[src/rtl/ccsds123_sample_packer.sv]
// Packs a little-endian byte stream into PIPELINES lanes of D-bit samples per AXI-Stream beat,
// marking image ends and flagging short or long images against the byte-level tlast.
module ccsds123_sample_packer #(
  parameter int PIPELINES = 1,
  parameter int D         = 16,
  parameter int NX        = 4,
  parameter int NY        = 2,
  parameter int NZ        = 2
) (
  input  logic                             clk,
  input  logic                             areset,
  input  logic [7:0]                       s_axis_tdata,
  input  logic                             s_axis_tvalid,
  output logic                             s_axis_tready,
  input  logic                             s_axis_tlast,
  output logic [PIPELINES*D-1:0]           m_axis_tdata,
  output logic                             m_axis_tvalid,
  input  logic                             m_axis_tready,
  output logic                             m_axis_tlast,
  output logic [$clog2(PIPELINES+1)-1:0]   m_axis_tlanes,
  output logic                             err_short,
  output logic                             err_long
);

  localparam int SAMPLE_BYTES  = (D + 7) / 8;
  localparam int TOTAL_SAMPLES = NX * NY * NZ;
  localparam int W             = PIPELINES * D;
  localparam int LW            = $clog2(PIPELINES + 1);
  localparam int BW            = (SAMPLE_BYTES > 1) ? $clog2(SAMPLE_BYTES) : 1;
  localparam int CW            = $clog2(TOTAL_SAMPLES + 1);

  logic [BW-1:0] byte_idx_q, byte_idx_d;
  logic [LW-1:0] lane_idx_q, lane_idx_d;
  logic [CW-1:0] sample_cnt_q, sample_cnt_d;
  logic [W-1:0]  acc_data_q, acc_data_d;
  logic          acc_full_q, acc_full_d;
  logic          acc_last_q, acc_last_d;
  logic [LW-1:0] acc_lanes_q, acc_lanes_d;
  logic [W-1:0]  out_data_q, out_data_d;
  logic          out_valid_q, out_valid_d;
  logic          out_last_q, out_last_d;
  logic [LW-1:0] out_lanes_q, out_lanes_d;
  logic          err_short_q, err_short_d;
  logic          err_long_q, err_long_d;

  logic                      acc_move;
  logic                      accept;
  logic                      sample_done;
  logic                      image_done;
  logic [LW-1:0]             lanes_next;
  logic [SAMPLE_BYTES*8-1:0] byte_vec;
  logic [W-1:0]              lane_vec;

  // ACC drains into OUT whenever OUT is empty or being consumed this cycle.
  assign acc_move      = acc_full_q && (!out_valid_q || m_axis_tready);
  assign s_axis_tready = !areset && (!acc_full_q || acc_move);
  assign accept        = s_axis_tvalid && s_axis_tready;

  assign sample_done = (byte_idx_q == BW'(SAMPLE_BYTES - 1)) || s_axis_tlast;
  assign image_done  = sample_done && (sample_cnt_q == CW'(TOTAL_SAMPLES - 1));
  assign lanes_next  = lane_idx_q + LW'(1);

  // Truncating to D bits drops the unused top bits of the final byte.
  assign byte_vec = (SAMPLE_BYTES*8)'(s_axis_tdata) << {byte_idx_q, 3'b000};
  assign lane_vec = W'(byte_vec[D-1:0]) << (32'(lane_idx_q) * D);

  always_comb begin
    byte_idx_d   = byte_idx_q;
    lane_idx_d   = lane_idx_q;
    sample_cnt_d = sample_cnt_q;
    acc_data_d   = acc_move ? '0 : acc_data_q;
    acc_full_d   = acc_full_q && !acc_move;
    acc_last_d   = acc_last_q;
    acc_lanes_d  = acc_lanes_q;
    out_data_d   = out_data_q;
    out_valid_d  = out_valid_q;
    out_last_d   = out_last_q;
    out_lanes_d  = out_lanes_q;
    err_short_d  = err_short_q;
    err_long_d   = err_long_q;

    if (acc_move) begin
      out_valid_d = 1'b1;
      out_data_d  = acc_data_q;
      out_last_d  = acc_last_q;
      out_lanes_d = acc_lanes_q;
    end else if (m_axis_tready) begin
      out_valid_d = 1'b0;
    end

    if (accept) begin
      acc_data_d = acc_data_d | lane_vec;
      if (sample_done) begin
        byte_idx_d   = '0;
        sample_cnt_d = sample_cnt_q + CW'(1);
        if ((lanes_next == LW'(PIPELINES)) || image_done || s_axis_tlast) begin
          acc_full_d  = 1'b1;
          acc_lanes_d = lanes_next;
          acc_last_d  = image_done || s_axis_tlast;
          lane_idx_d  = '0;
        end else begin
          lane_idx_d  = lanes_next;
        end
        if (image_done || s_axis_tlast) begin
          sample_cnt_d = '0;
        end
        if (s_axis_tlast && !image_done) begin
          err_short_d = 1'b1;
        end
        if (image_done && !s_axis_tlast) begin
          err_long_d = 1'b1;
        end
      end else begin
        byte_idx_d = byte_idx_q + BW'(1);
      end
    end
  end

  always_ff @(posedge clk) begin
    if (areset) begin
      byte_idx_q   <= '0;
      lane_idx_q   <= '0;
      sample_cnt_q <= '0;
      acc_data_q   <= '0;
      acc_full_q   <= 1'b0;
      acc_last_q   <= 1'b0;
      acc_lanes_q  <= '0;
      out_data_q   <= '0;
      out_valid_q  <= 1'b0;
      out_last_q   <= 1'b0;
      out_lanes_q  <= '0;
      err_short_q  <= 1'b0;
      err_long_q   <= 1'b0;
    end else begin
      byte_idx_q   <= byte_idx_d;
      lane_idx_q   <= lane_idx_d;
      sample_cnt_q <= sample_cnt_d;
      acc_data_q   <= acc_data_d;
      acc_full_q   <= acc_full_d;
      acc_last_q   <= acc_last_d;
      acc_lanes_q  <= acc_lanes_d;
      out_data_q   <= out_data_d;
      out_valid_q  <= out_valid_d;
      out_last_q   <= out_last_d;
      out_lanes_q  <= out_lanes_d;
      err_short_q  <= err_short_d;
      err_long_q   <= err_long_d;
    end
  end

  assign m_axis_tdata  = out_data_q;
  assign m_axis_tvalid = out_valid_q;
  assign m_axis_tlast  = out_last_q;
  assign m_axis_tlanes = out_lanes_q;
  assign err_short     = err_short_q;
  assign err_long      = err_long_q;

endmodule

[config.mk]
export PLATFORM = sky130hd
export DESIGN_NAME = ccsds123_sample_packer
export DESIGN_NICKNAME = d
export VERILOG_FILES = /design/src/rtl/ccsds123_sample_packer.sv
export SDC_FILE = /design/constraint.sdc
export NUM_CORES = 1
export LEC_CHECK = 0
export ABC_AREA = 1
export BUFFER_PORTS_ARGS = -buffer_cell sky130_fd_sc_hd__clkbuf_2
export CORE_MARGIN = 4
export CORE_UTILIZATION = 57
export DETAILED_ROUTE_END_ITERATION = 10
export GPL_TIMING_DRIVEN = 0
export PLACE_DENSITY_LB_ADDON = 0.05
export SLEW_MARGIN = 20
export SYNTH_ARGS = -nofsm -noshare
export SYNTH_HDL_FRONTEND = slang
export SYNTH_SLANG_ARGS = --single-unit
[constraint.sdc]
create_clock -name clk -period 3.2 [get_ports clk]
set_input_delay 0.32 -clock clk [delete_from_list [all_inputs] [get_ports clk]]
set_output_delay 0.32 -clock clk [all_outputs]
set_load 0.02 [all_outputs]
Word-level counts from Yosys, hierarchy flattened
Index checks and enable logic that the tools add are counted.
- $add $sub $neg: 3
- equal/unequal tests: 1
- shift-type cells: 2
- mux-type cells: 10
- bitwise gates (word level): 1
- reductions and logical operators: 24
- operators with widths (kind ; number):
    2-to-1 mux 16 bit ; 2
    OR 16 bit ; 1
    << shifter 16 x 5 -> 16 bit ; 1
    << shifter 8 x 4 -> 16 bit ; 1
    AND reduction 3 bit ; 3
    logical AND 1 bit ; 7
    2-to-1 mux 1 bit ; 7
    zero test 1 bit ; 6
    logical OR 1 bit ; 6
    adder 5 x 1 -> 5 bit (second input constant) ; 1
    equality test 5 x 4 -> 1 bit (second input constant) ; 1
    2-to-1 mux 5 bit ; 1
    adder 1 bit (second input constant) ; 2
    AND reduction 2 bit ; 1
    nonzero test 2 bit ; 1
- register bits: 47
- input bits: 13
- word-level logic and storage cells: 54

Longest topological paths before layout
Gate-level depths: netlist (run 1).
- depth in word-level cells: 8
- mapped depth: 9
- depth with buffers taken out: 9

Least setup slack after synthesis (run 1)
OpenSTA, ideal clock, no wires.
- path kind: reg-to-reg
- start point: register sample_cnt_q[0]
- end point: register sample_cnt_q[2]
- arrival: 1.385 ns
- data required time: 3.130 ns
- setup slack: 1.744 ns
- stages on the path, launching flop included: 10
- buffers on the path: 0
- clock period less this slack: 1.456 ns
- cells stage by stage: dfxtp_1 ha_1 nand2_1 nor2_1 ha_1 a21oi_2 inv_1 nor3_1 nand2_1 a21oi_1
- cells in the longest elaborated chain, start to end: 4
- elaborated cells between the ends (all ways): 5
- classes of those cells: add/sub (1); eq/ne (1); mux (1); reduce/logical (2)
- ends and longest elaborated chain (element ; RTL line ; RTL):
    start: declaration ; 34 ; logic [CW-1:0] sample_cnt_q, sample_cnt_d;
    start signal: assignment ; 137 ; sample_cnt_q <= sample_cnt_d;
    branches (longest 3 deep; another with adder 5 x 1 -> 5 bit) ; n/a ;
    2-to-1 mux 5 bit (*) ; 104 ; if (image_done || s_axis_tlast) begin
Mark *: on every way between the ends.
A chain may end at the register's enable or synchronous reset.

Worst setup path in the final report (run 1)
Same ends and word-level chain as after synthesis.

==> results of run 1 <==
cells by family (layout without fill, tap and decap cells):
| kind of cell | after synthesis | in the layout |
|---|---|---|
| flip-flops | 47 | 47 |
| AO/OA/AOI/OAI | 52 | 52 |
| buffers and inverters | 29 | 70 |
| adder cells (fa/ha/maj) | 2 | 2 |
| AND/OR/NAND/NOR | 96 | 96 |
worst max-delay path, delay by kind of cell, from the launching register on:
| kind | cells | cell delay [ps] |
|---|---|---|
| and+or+nand+nor | 4 | 360 |
| AOI/OAI and AO/OA | 2 | 360 |
| adders and majority gates | 2 | 430 |
| DFF | 1 | 360 |
| buffers and inverters | 1 | 130 |
worst max-delay path by stage:
stage                    startpoint               to  slack (ps)  depth (start not counted)
finish              sample_cnt_q[0]  sample_cnt_q[2]        1510                          9
global route        sample_cnt_q[0]  sample_cnt_q[2]        1270                          9
CTS                 sample_cnt_q[0]  sample_cnt_q[2]        1520                          9
detailed placement  sample_cnt_q[0]  sample_cnt_q[2]        1570                          9
global placement    sample_cnt_q[0]  sample_cnt_q[2]        1590                          9
floorplan           sample_cnt_q[0]  sample_cnt_q[2]        1740                          9
through the flow:
step / area, um2 / total power [uW] / util / cells
final: 2121 / 1097 / 0.6947 / 311
after global routing: 2121 / 1144 / 0.6947 / 311
after CTS: 2121 / 1104 / 0.6947 / 311
after detailed placement: 2034 / 740.7 / 0.6664 / 303
after global placement: 2034 / 738.9 / 0.6664 / 303
after floorplan: 1814 / 704.6 / - / 226
metal layers:
layer	track usage	part of all wire
met1	0.2370	0.45
met2	0.3235	0.49
met3	0.05719	0.053
met4	0.06332	0.014
met5	0	0
area by class of cell:
cell class / instances / share of cell area
plain buffers: 11 / 0.02891
clock buffers: 6 / 0.02419
clock inverters: 2 / 0.01652
inverters: 18 / 0.03658
multi-input cells: 150 / 0.3463
flip-flops and latches: 47 / 0.4437
well taps: 44 / 0.02596
repair buffers: 33 / 0.07788
synth_stat cells (all sizes together):
master	count
o21bai	2
inv	18
a21oi	28
o21ai	20
nor3	3
nand4	2
a211oi	1
nand3	21
nand2	32
nor2	38
clkbuf	4
dfxtp	47
buf	7
ha	2
o21a	1
registers in the layout, indices dropped and copies added (netlist names):
| name | cells |
|---|---|
| acc_last_q | 1 |
| byte_idx_q | 1 |
| err_long | 1 |
| m_axis_tlanes | 1 |
| sample_cnt_q | 5 |
| acc_data_q | 16 |
| lane_idx_q | 1 |
| m_axis_tvalid | 1 |
| m_axis_tdata | 16 |
| acc_full_q | 1 |
| err_short | 1 |
| acc_lanes_q | 1 |
| m_axis_tlast | 1 |
power groups by stage:
stage | logic (uW) | registers (uW) | clock network [uW]
2_1_floorplan | 63.6 | 641 | 0
3_3_place_gp | 110 | 629 | 0
3_5_place_dp | 111 | 630 | 0
4_1_cts | 111 | 617 | 376
5_1_grt | 124 | 619 | 400
6_report | 110 | 616 | 370
==> impl_summary.log, run 1 <==
INFO  metric outcome = finished clean
INFO  metric mostFrequentLayoutCell = dfxtp_1
INFO  metric arrival = 1990 ps
INFO  metric timing.critical_path.required = 3500 ps
INFO  metric synth_compound_area_frac = 0.1510
INFO  metric dp_hpwl = 2735 um
INFO  metric worst_slew_pin_tran = 480.8 ps
INFO  metric setup_tns = 0 ps
INFO  metric setup.worst_path.end_class = flop
INFO  metric clockBufferDepth = 2
INFO  metric detailedRoute.firstIterationViolations = 67
INFO  metric timing.final.crit_share = 0.5285
INFO  metric powerDensity = 517.4 mW/mm2
INFO  metric net-switching-power = 267.9 uW
INFO  metric share_clk_of_total_power = 0.338
INFO  metric hold-path-cell-count = 2
INFO  metric comb_power_share = 0.101
INFO  metric cap_viol_max_count = 0
INFO  metric grt_overflow_total = 0
INFO  metric cts-resized-gates = 0
INFO  metric ff2ff_setup_slack = 1510 ps
INFO  metric multi_input_comb_area = 734.5 um2
INFO  metric num_io_pins = 35
INFO  metric floorplan.initialDensity = 0.5943
INFO  metric yosys.area_share.xor_xnor = 0
INFO  metric unrepaired_setup_endpoints_after_global_routing = no
INFO  metric die_w = ~64 um
INFO  metric combinational_family_with_the_most_area_after_synthesis = simple AND/OR/NAND/NOR gates
INFO  metric grt.total_usage = 0.1929
INFO  metric largest_net_degree_at_the_start_of_global_routing = 15
INFO  metric area.growth.synth_to_final = 16.90%
INFO  metric drt-pass1-iter-count = 4
INFO  metric n_antenna_cell = 0
INFO  metric critical_path.max_stage_delay = 360 ps
INFO  metric synth.top_cell.area_share = 0.5186
INFO  metric detail_route.vias_per_cell = a little over 5
INFO  metric final_max_slew_viol_count = 0
INFO  metric wire_per_inst = 11.67 um
INFO  metric netlist_top_cells_area = dfxtp_1 (52%), nor2_1 (7.9%), a21oi_1 (7.4%), nand2_1 (6.0%), nand3_1 (5.2%)
INFO  metric endpoint_of_the_worst_hold_timing_path = acc_data_q[2]
INFO  metric hold_path_class = in2reg
INFO  metric drt_drc_violations_left = 0
INFO  metric cell_internal_pwr = slightly above 800 uW
INFO  metric cts_htree_levels = 2
INFO  metric floorplan.die.height = roughly 64 um
INFO  metric cp_cell_sequence = ha_1 > nand2_1 > nor2_1 > ha_1 > a21oi_2 > inv_1 > nor3_1 > nand2_1 > a21oi_1
INFO  metric maximum_fanout_along_the_worst_path = 4
INFO  metric final_hold_vio_count = 0
INFO  metric timing.fmax = 591.2 MHz
INFO  metric final_cell_mix = dfxtp_1 (47), nor2_1 (38), clkbuf_2 (33)
INFO  metric p_seq_frac = 0.562
INFO  metric setup_ws = 1509 ps
INFO  metric worst_slew_margin_rel = 0.6783
INFO  metric clk_pin_slew = approximately 130 ps
INFO  metric post_detailed_routing_wire_length = 3629 um
INFO  metric worst_r2r_startpoint = sample_cnt_q[0]
INFO  metric clock-skew-final = 3.744 ps
INFO  metric number_of_global_route_vias_before_repair = 1417
INFO  metric crit-reg2reg-capture = sample_cnt_q[2]
INFO  metric core_region_area = 0.003053 mm2
INFO  metric timing.hold.ws = ~160 ps
INFO  metric clk-insertion-delay-late = about 360 ps
INFO  metric holdCritStartpoint = areset
INFO  metric layout_min_cycle_time = 1691 ps
INFO  metric via_count = 1565
INFO  metric post_synth_mux_area_share = 0
INFO  metric fraction_of_power_spent_switching_nets = 0.2442
INFO  metric fraction_of_layout_instances_using_a_drive_strength_above_1 = 0.2210
INFO  metric mappedNetlistArea = ~0.0018 mm2
INFO  metric numPortBuffers = 33
INFO  metric antenna_found_initial = 0
INFO  metric worstSetupStartpointType = flop
INFO  metric cts_tree = done
INFO  metric setup-violations-final = 0
INFO  metric ys_ff_latch = 47
INFO  metric clk_root_buffer_cell = clkbuf_4
INFO  metric synthSimpleGateAreaFrac = 0.2400
INFO  metric total_leakage_power = about 0.00087 uW
INFO  metric post_synth.cell_area_avg = 8.028 um2
INFO  metric final.fill_count = ~300
INFO  metric num-nets-final = between 200 and 300
INFO  metric dieArea = 0.004149 mm2
INFO  metric dpl_worst_slack = 1568 ps
INFO  metric synth-seq-area-share = 0.5186
INFO  metric netlist.top_cell.by_area = dfxtp_1
INFO  metric tritoncts_num_sinks = 47
INFO  metric place.gp.congestion = 0.7948
INFO  metric ant_nets = 0
INFO  metric critical_path_class = reg2reg
INFO  metric reg2reg_depth = 9
INFO  metric global_route_wire_length_before_repair = 6189 um
INFO  metric synth_adder_area_share = 0.01379
INFO  metric cts.hold.buffers_added = 0
INFO  metric netlist-cell-type-count = 26
INFO  metric worst_path_max_delay_cell = dfxtp_1
INFO  metric syn-num-nets = 241
INFO  metric irDropWorstVdd = 0.0004277 V
INFO  metric cts_buffers = 5
INFO  metric syn-instance-count = between 200 and 250
INFO  metric row_count = 20
INFO  metric synth.yosys.warnings = 0
INFO  metric number_of_buffers_inserted_by_post_cts_setup_repair = 0
INFO  metric layout.area.seq = 940.9 um2
Power figures use the tool's default switching activity.
==> run 2, diff against run 1 <==
--- a/config.mk
+++ b/config.mk
@@ -8,7 +8,7 @@
 export ABC_AREA = 1
 export BUFFER_PORTS_ARGS = -buffer_cell sky130_fd_sc_hd__clkbuf_2
 export CORE_MARGIN = 4
-export CORE_UTILIZATION = 57
+export CORE_UTILIZATION = 48
 export DETAILED_ROUTE_END_ITERATION = 10
 export GPL_TIMING_DRIVEN = 0
 export PLACE_DENSITY_LB_ADDON = 0.05
==> constraint.sdc (replaced) <==
create_clock -name clk -period 1.55 [get_ports clk]
set_input_delay 0.155 -clock clk [delete_from_list [all_inputs] [get_ports clk]]
set_output_delay 0.155 -clock clk [all_outputs]
set_load 0.02 [all_outputs]
==> impl_summary.log, run 2 (synthesis results as in run 1) <==
INFO  metric clk_root_buffer_cell = clkbuf_8
INFO  metric detailedRoute.firstIterationViolations = 87 (+30%)
INFO  metric timing.final.crit_share = 0.9541 (+0.4256)
INFO  metric num_io_pins = 35 (unchanged)
INFO  metric worstSetupStartpointType = flop
INFO  metric final.fill_count = 354 (+20%)
INFO  metric worst_slew_margin_rel = 0.6658 (-0.01249)
INFO  metric power.total = 2441 uW (+120%)
INFO  metric total_leakage_power = 0.0008989 uW (+2.9%)
INFO  metric detail_route.vias_per_cell = 5.000 (-0.64%)
INFO  metric worst_slew_pin_tran = 501.3 ps (+20.52 ps)
INFO  metric drt-pass1-iter-count = 4 (unchanged)
INFO  metric powerDensity = 1103 mW/mm2 (+110%)
INFO  metric final_cell_mix = dfxtp_1 (45), nor2_1 (37), clkbuf_2 (33)
INFO  metric cts_tree = done
INFO  metric cp_cell_sequence = ha_2 > nand2_2 > nor2_4 > ha_4 > a21oi_4 > buf_4 > o21bai_1 > a21oi_1
INFO  metric cp-endpoint = acc_lanes_q
INFO  metric clk-insertion-delay-late = 300 ps (-60 ps)
INFO  metric hold_path_class = in2reg
INFO  metric clk_pin_slew = 90 ps (-40 ps)
INFO  metric maximum_fanout_along_the_worst_path = 4 (unchanged)
INFO  metric row_count = 22 (+10%)
INFO  metric timing.fmax = 676.2 MHz (+14%)
INFO  metric core_region_area = 0.003661 mm2 (+20%)
INFO  metric cts.hold.buffers_added = 0 (unchanged)
INFO  metric die_w = 69.48 um (+7.9%)
INFO  metric wire_per_inst = 12.43 um (+6.5%)
INFO  metric num-nets-final = 283 (+0.71%)
INFO  metric global_route_wire_length_before_repair = 6548 um (+5.8%)
INFO  metric largest_net_degree_at_the_start_of_global_routing = 15 (unchanged)
INFO  metric critical_path_class = reg2reg
INFO  metric clock-skew-final = 6.773 ps (+3.029 ps)
INFO  metric post_detailed_routing_wire_length = 3939 um (+8.5%)
INFO  metric timing.hold.ws = 66.68 ps (-91.81 ps)
INFO  metric floorplan.initialDensity = 0.4956 (-0.09871)
INFO  metric setup.worst_path.end_class = flop
INFO  metric setup-violations-final = 0 (unchanged)
INFO  metric fraction_of_layout_instances_using_a_drive_strength_above_1 = 0.2528 (+0.03181)
INFO  metric arrival = 1650 ps (-340 ps)
INFO  metric area.growth.synth_to_final = 21.93%
INFO  metric cts_buffers = 5 (unchanged)
INFO  metric place.gp.congestion = 0.8595 (+8.1%)
INFO  metric grt.total_usage = 0.1695 (-0.02347)
INFO  metric dieArea = 0.004827 mm2 (+16%)
INFO  metric cts_htree_levels = 2 (unchanged)
INFO  metric via_count = 1585 (+1.3%)
INFO  metric floorplan.die.height = 69.48 um (+7.9%)
INFO  metric dp_hpwl = 2855 um (+4.4%)
INFO  metric tritoncts_num_sinks = 47 (unchanged)
INFO  metric clockBufferDepth = 2 (unchanged)
INFO  metric final_max_slew_viol_count = 0 (unchanged)
INFO  metric ff2ff_setup_slack = 70 ps (-1440 ps)
INFO  metric critical_path.startpoint = sample_cnt_q[0]
INFO  metric final_hold_vio_count = 0 (unchanged)
INFO  metric mostFrequentLayoutCell = dfxtp_1
INFO  metric layout_min_cycle_time = 1479 ps (-212.5 ps)
INFO  metric setup_tns = 0 ps (unchanged)
INFO  metric cap_viol_max_count = 0 (unchanged)
INFO  metric n_antenna_cell = 0 (unchanged)
INFO  metric crit-reg2reg-capture = acc_lanes_q
INFO  metric reg2reg_depth = 8 (-1)
INFO  metric irDropWorstVdd = 0.0005980 V (+40%)
INFO  metric antenna_found_initial = 0 (unchanged)
INFO  metric drt_drc_violations_left = 0 (unchanged)
INFO  metric critical_path.max_stage_delay = 360 ps (about the same)
INFO  metric numPortBuffers = 33 (unchanged)
INFO  metric outcome = finished clean
INFO  metric timing.critical_path.required = 1720 ps (-1780 ps)
INFO  metric number_of_global_route_vias_before_repair = 1453 (+2.5%)
INFO  metric worst_path_max_delay_cell = dfxtp_2
INFO  metric worst_r2r_startpoint = sample_cnt_q[0]
INFO  metric ant_nets = 0 (unchanged)
INFO  metric grt_overflow_total = 0 (unchanged)
==> run 2: cell types whose count changed in the layout (fill, tap and decap cells not counted), moves of 2 or more <==
cell      previous run  this run
dfxtp_1             47        45
ha_1                 2         0
buf_4                0         2
dfxtp_2              0         2
clkbuf_8             1         6
clkbuf_4             5         0
==> run 2: critical path: cells and delay by family (launching register included) <==
family	cells	cell delay, ps
compound gates	3	260
fa+ha+maj	2	360
buf+inv	1	150
flops	1	360
simple gates	2	230
==> run 2: report_power, final <==
part	total, uW	internal (uW)	leakage (uW)	switching, uW
clock network	935	522	0.0000612	413
logic	235	82.0	0.000455	153
registers	1270	1250	0.000383	21.5
==> run 2: worst min-delay path by stage <==
| stage | from | to | slack, ps | depth (start not counted) |
|---|---|---|---|---|
| after CTS | areset | acc_data_q[2] | 60 | 2 |
| final | areset | acc_data_q[2] | 70 | 2 |
| after global placement | areset | acc_data_q[3] | 390 | 2 |
| after detailed placement | areset | acc_data_q[3] | 390 | 2 |
| after global routing | areset | acc_data_q[3] | 60 | 2 |
| after floorplan | s_axis_tdata[0] | acc_data_q[0] | 310 | 2 |
==> run 2: area by class of cell <==
type	instances	area, um2	area share
well taps	48	60.06	0.02715
inverters	18	77.57	0.03507
plain buffers	11	61.31	0.02771
clock buffers	6	82.58	0.03733
flip-flops and latches	47	943.4	0.4265
multi-input cells	150	772.0	0.3490
clock inverters	2	35.03	0.01584
repair buffers	35	180.2	0.08145
==> run 2: routing by layer <==
metal,wire [um],track usage
met1,1865,0.2175
met2,1872,0.2775
met3,156,0.04928
met4,43,0.04555
met5,0,0
==> run 2: what timing repair did <==
| item | in CTS | in global routing |
|---|---|---|
| resized for setup | 2 | 8 |
| endpoints found under the setup margin | 5 | 8 |
| hold endpoints to repair | 0 | 0 |
| pin swaps | 1 | 3 |
| buffers inserted | 1 | 1 |
==> run 2: stage by stage <==
step	util	setup WS (ps)	std cells	area, um2
after floorplan	-	94.24	226	1814
after global placement	0.5571	-94.33	307	2039
after detailed placement	0.5571	-97.57	307	2039
after CTS	0.5926	5.348	316	2170
after global routing	0.6042	-23.38	317	2212
final	0.6042	71.10	317	2212
